### src/rtl/fib_seq.sv
// Iterative Fibonacci engine: accepts an index n, performs one addition per
// clock, and reports fib(n) (wrapped or saturated) with a sticky overflow flag.
module fib_seq #(
    parameter int unsigned N   = 16,
    parameter int unsigned SAT = 0
) (
    input  logic         clk,
    input  logic         rst,
    input  logic         in_valid,
    output logic         in_ready,
    input  logic [N-1:0] in0,
    output logic         out_valid,
    input  logic         out_ready,
    output logic [N-1:0] out0,
    output logic         out1
);

    localparam bit SatEn = (SAT != 0);

    typedef enum logic [1:0] {
        IDLE = 2'd0,
        RUN  = 2'd1,
        DONE = 2'd2
    } state_e;

    state_e       state_q, state_d;
    logic [N-1:0] a_q, a_d;
    logic [N-1:0] b_q, b_d;
    logic [N-1:0] cnt_q, cnt_d;
    logic         ov_a_q, ov_a_d;
    logic         ov_b_q, ov_b_d;
    logic [N:0]   sum;
    logic         accept;

    assign sum    = {1'b0, a_q} + {1'b0, b_q};
    assign accept = in_valid & in_ready;

    // Handshake and result decode; results are forced to zero outside DONE.
    always_comb begin
        in_ready  = 1'b0;
        out_valid = 1'b0;
        out0      = '0;
        out1      = 1'b0;
        case (state_q)
            IDLE: in_ready = 1'b1;
            DONE: begin
                in_ready  = out_ready;
                out_valid = 1'b1;
                out0      = (SatEn && ov_a_q) ? {N{1'b1}} : a_q;
                out1      = ov_a_q;
            end
            default: ;
        endcase
    end

    // Next-state: one Fibonacci step per RUN cycle; a new request may be
    // loaded from IDLE or on the same edge that retires a DONE result.
    always_comb begin
        state_d = state_q;
        a_d     = a_q;
        b_d     = b_q;
        cnt_d   = cnt_q;
        ov_a_d  = ov_a_q;
        ov_b_d  = ov_b_q;
        case (state_q)
            IDLE: ;
            RUN: begin
                a_d    = b_q;
                b_d    = sum[N-1:0];
                ov_a_d = ov_b_q;
                ov_b_d = ov_a_q | ov_b_q | sum[N];
                cnt_d  = cnt_q - N'(1);
                if (cnt_q == N'(1)) begin
                    state_d = DONE;
                end
            end
            DONE: begin
                if (out_ready) begin
                    state_d = IDLE;
                end
            end
            default: state_d = IDLE;
        endcase
        if (accept) begin
            a_d     = '0;
            b_d     = N'(1);
            cnt_d   = in0;
            ov_a_d  = 1'b0;
            ov_b_d  = 1'b0;
            state_d = (in0 == '0) ? DONE : RUN;
        end
    end

    always_ff @(posedge clk) begin
        if (rst) begin
            state_q <= IDLE;
            a_q     <= '0;
            b_q     <= N'(1);
            cnt_q   <= '0;
            ov_a_q  <= 1'b0;
            ov_b_q  <= 1'b0;
        end else begin
            state_q <= state_d;
            a_q     <= a_d;
            b_q     <= b_d;
            cnt_q   <= cnt_d;
            ov_a_q  <= ov_a_d;
            ov_b_q  <= ov_b_d;
        end
    end

endmodule

### config.mk
export PLATFORM = sky130hd
export DESIGN_NAME = fib_seq
export DESIGN_NICKNAME = d
export VERILOG_FILES = /design/src/rtl/fib_seq.sv
export SDC_FILE = /design/constraint.sdc
export NUM_CORES = 1
export LEC_CHECK = 0
export CAP_MARGIN = 20
export CORE_MARGIN = 10
export CORE_UTILIZATION = 45
export CTS_CLUSTER_DIAMETER = 40
export DETAILED_ROUTE_END_ITERATION = 16
export GPL_ROUTABILITY_DRIVEN = 0
export PLACE_DENSITY = 0.67
export SLEW_MARGIN = 20
export SYNTH_ARGS = -nofsm -noshare
export SYNTH_HDL_FRONTEND = slang
export SYNTH_SLANG_ARGS = --single-unit
### constraint.sdc
create_clock -name clk -period 2.8 [get_ports clk]
set_input_delay 0.28 -clock clk [delete_from_list [all_inputs] [get_ports clk]]
set_output_delay 0.28 -clock clk [all_outputs]
set_load 0.01 [all_outputs]
Word level (Yosys, flattened, before mapping)

Cells that the tools add are included.

$add $sub $neg: 2
Equal/unequal tests: 6
Muxes and demuxes: 11
Bitwise operators: 3
Reduce and logical (&&, ||, !) cells: 5

Operators by type and width:

| operator                                                                | count |
|---|---|
| 16-bit 2-to-1 mux                                                       | 3 |
| 16-bit by 16-bit adder with 17-bit output                               | 1 |
| 16-bit by 1-bit equality test with 1-bit output (second input constant) | 1 |
| 16-bit zero test                                                        | 1 |
| 16-bit by 1-bit subtractor with 16-bit output (second input constant)   | 1 |
| 2-bit 2-to-1 mux                                                        | 4 |
| 3-bit != test (second input constant)                                   | 2 |
| 2-bit case mux with 3 select lines                                      | 1 |
| 3-bit AND reduction                                                     | 1 |
| 2-bit by 1-bit equality test with 1-bit output (second input constant)  | 1 |
| 2-bit equality test (second input constant)                             | 1 |
| 2-bit zero test                                                         | 1 |
| 1-bit 2-to-1 mux                                                        | 2 |
| 2-bit != test (second input constant)                                   | 1 |
| 1-bit OR                                                                | 2 |
| 1-bit case mux with 2 select lines                                      | 1 |
| 2-bit nonzero test                                                      | 1 |
| 2-bit OR reduction                                                      | 1 |
| 1-bit AND                                                               | 1 |

Register bits: 52
Input port bits: 20
Output and inout port bits: 19
Word-level logic and storage cells: 33

Logic depth before layout (Yosys ltp)

Gate-level depths: netlist (run 1).

Depth after elaboration: 5
Gate-level depth with buffers: 8
Gate-level depth less buffers: 8

Worst setup path before layout (run 1)

Ideal clock, no wire load.

Kind: reg-to-reg
From: reg a_q[0]
To: reg b_q[14]
Setup time: 117 ps
Arrival: 2066 ps
Data required time: 2683 ps
Slack: 617 ps
Stages on the path, launching flop included: 9
Path buffers: 0
Period minus slack after synthesis: 2183 ps
Cells stage by stage: dfxtp_1 -> ha_1 -> fa_1 -> a211oi_1 -> o21ai_0 -> a21oi_1 -> a32oi_1 -> xor2_1 -> a22o_1

Longest elaborated chain between the ends: 1

RTL lines:

| what                                      | RTL line | text |
|---|---|---|
| from (decl)                               | 27       | `logic [N-1:0] a_q, a_d;` |
| from (signal assigned)                    | 97       | `a_q <= '0;` |
| from (signal assigned)                    | 104      | `a_q <= a_d;` |
| 16-bit by 16-bit adder with 17-bit output | 35       | `assign sum = {1'b0, a_q} + {1'b0, b_q};` |
| to (signal assigned)                      | 98       | `b_q <= N'(1);` |
| to (signal assigned)                      | 105      | `b_q <= b_d;` |
| to (decl)                                 | 28       | `logic [N-1:0] b_q, b_d;` |

Every way passes these cells.
A chain may end at the register's enable or synchronous reset.

Worst setup path in the final report (run 1)

Same ends and word-level chain as after synthesis.

==> results of run 1 <==
synth_stat cells (5+ instances only):
cell type	number	area (µm²)
nor2b_1	6	37.5
ha_1	18	225
clkbuf_1	15	56.3
inv_1	5	18.8
dfxtp_1	52	1040
a211oi_1	8	60.1
nor4_1	6	37.5
and2_1	18	113
nor2_1	27	101
nand2_1	57	214
nand3_1	7	35.0
nor3_1	10	50.1
o211ai_1	5	37.5
xor2_1	7	61.3
o21ai_0	15	75.1
a22o_1	5	43.8
a21oi_1	56	280
critical path: stages, from the launching register on:
cell	delay (ns)
dfxtp_1	0.33
ha_1	0.23
fa_1	0.43
a211oi_1	0.31
o21ai_0	0.18
a21oi_1	0.28
a32oi_1	0.18
xor2_1	0.17
a22o_1	0.20
state kept, by name (all words and copies together), names as in the netlist:
| signal | cells |
|---|---|
| a_q | 16 |
| b_q | 16 |
| cnt_q | 16 |
| state_q | 2 |
| ov_a_q | 1 |
| ov_b_q | 1 |
worst min-delay path by stage:
| stage | from | endpoint | slack [ns] | depth (start not counted) |
|---|---|---|---|---|
| after detailed placement | a_q[0] | a_q[0] | 0.47 | 2 |
| after global placement | b_q[0] | a_q[0] | 0.46 | 2 |
| after floorplan | in0[13] | cnt_q[13] | 0.43 | 2 |
| after CTS | b_q[5] | a_q[5] | 0.48 | 2 |
| after global routing | b_q[8] | a_q[8] | 0.49 | 2 |
| final | a_q[2] | a_q[2] | 0.48 | 2 |
kinds of logic after synthesis:
family,synth area share
buf+inv,0.0283
xor+xnor,0.0301
flops,0.357
compound gates,0.236
fa+ha+maj,0.0842
simple gates,0.254
mux,0.0103
final cells by class:
class	instances	area, µm²
clock inverters	2	10.0
fillers	638	2820
clock buffers	6	82.6
flip-flops and latches	52	1040
repair buffers	48	455
inverters	5	18.8
well taps	77	96.3
multi-input cells	298	1790
metal layers:
metal / routed length, µm / vias up
li1: - / 1420
met1: 3290 / 1248
met2: 3310 / 56
met3: 359 / 11
met4: 105 / 0
met5: 0 / -
stage by stage:
| stage | power (mW) | hold slack [ns] | utilization | instances |
|---|---|---|---|---|
| global placement | 1.16 | 0.455 | 0.539 | 480 |
| global route | 1.68 | 0.491 | 0.554 | 488 |
| CTS | 1.61 | 0.481 | 0.554 | 488 |
| detailed placement | 1.16 | 0.467 | 0.539 | 480 |
| finish | 1.59 | 0.476 | 0.554 | 488 |
| floorplan | 1.04 | 0.430 | - | 372 |
power groups by stage:
stage / sequential (mW) / clock, mW / combinational [mW]
after floorplan: 0.822 / 0 / 0.219
after detailed placement: 0.830 / 0 / 0.332
after global placement: 0.829 / 0 / 0.330
after CTS: 0.814 / 0.463 / 0.334
final: 0.814 / 0.446 / 0.333
after global routing: 0.822 / 0.490 / 0.371
==> out/metrics.cfg, run 1 <==
[synth]
synth_cell_types = 43
postSynth.asyncResetShare = 0
synth_area_um2 = 2910
synth_area_per_cell_um2 = 7.83
ys_ff_latch = 52
syn_nets = 411
yosysWarnings = 0
synth_flop_cell = dfxtp_1
synth_edf_count = 0
syn-instance-count = 372
ys_seq_area_frac = 0.357

[floorplan]
start_util = 0.462
fp.dieW_um = 100
core_region_area_um2 = 6310
die_h_um = 100
dieArea_um2 = 10100
rows = 29
ioPinCount = 39

[cts]
cts_buffer_depth = 2
cts_hold_buf = 0
cts_sinks = 52
clock-root-buffer = clkbuf_8
htree_levels = 2
cts.repair.resized = 0
cts.clk_slew.worst_paths_ns = 0.09
cts_buffers = 5
clk_latency_ns = 0.31
postCtsSetupRepairBufs = 0
cts_tree = built

[final_layout]
final_common_cell = nand2_1
mostFrequentLayoutCells = nand2_1, a21oi_1, dfxtp_1, clkdlybuf4s50_1, nor2_1
stdcell_area_um2 = 3500
fin_nets = 449
drive_above_1_share = 0.0560
diodes = 0
area_delta_synth_final_pct = 20.0

[outcome]
outcome = finished clean

[timing]
final.setup.tns_ns = 0
max_freq_ghz = 0.417
worst_pin_slew_ns = 0.615
min_period_ns = 2.40
fin_skew_ns = 0.00631
setup_slack_ns = 0.401
setup_viol = 0
hold_violations = 0
relSlewSlack = 0.584
maxSlewViolCount = 0
post-route-period-util = 0.857
rsz0062_at_grt = no

[drt]
drc = 0
wirelength_mm = 7.07
postRouteAntennaNets = 0
vias = 2735
drtPass1Iterations = 4
drt-wirelength-per-cell_um = 14.5
vias_per_cell = 5.60
drt_iter0_drc = 128

[grt]
grt_pass1_vias = 2644
grtUsageTotal = 0.140
overflow = 0
antenna_found_initial = 0
gr-usage-met3 = 0.0343
gr-usage-met1 = 0.174
grt_first_pass_wirelength_mm = 12.1
grt_max_degree = 32
busiest_layer = met2
global_route.usage.met2 = 0.231

[run]
drv_cap = 0

[power]
p_sw_frac = 0.301
p_int_mw = 1.11
clkPwrFrac = 0.280
p_seq_frac = 0.511
p_sw_mw = 0.480
p_comb_frac = 0.209
powerDensity_nw_per_um2 = 456
leakage_nw = 1.29
peakVddDrop_mv = 0.263

[worst_setup_path]
r2r-start = a_q[0]
startpoint = a_q[0]
reg2reg_depth = 8
arrival_ns = 2.61
endpoint_kind = flop
cp_max_fo = 3
critPathCapture = b_q[14]
rr_endpoint = b_q[14]
cp.required_ns = 3.01
worst_setup_path_start_kind = flop
rrSetupSlack_ns = 0.40
critPathKind = flop to flop

[placed_design]
dp_worst_setup_slack_ns = 0.404
port_buffers = 38
dp_hpwl_mm = 5.26
place_area_um2 = 3400

[worst_hold_path]
worstHoldPathType = flop to flop

(Power assumes the default switching activity.)
==> inputs of run 2 (changes only) <==
--- a/config.mk
+++ b/config.mk
@@ -5,6 +5,7 @@
 export SDC_FILE = /design/constraint.sdc
 export NUM_CORES = 1
 export LEC_CHECK = 0
+export ABC_CLOCK_PERIOD_IN_PS = 2800
 export CAP_MARGIN = 20
 export CORE_MARGIN = 10
 export CORE_UTILIZATION = 45
==> results of run 2 <==
Final layout, timing and power as in run 1 (identical DEF).
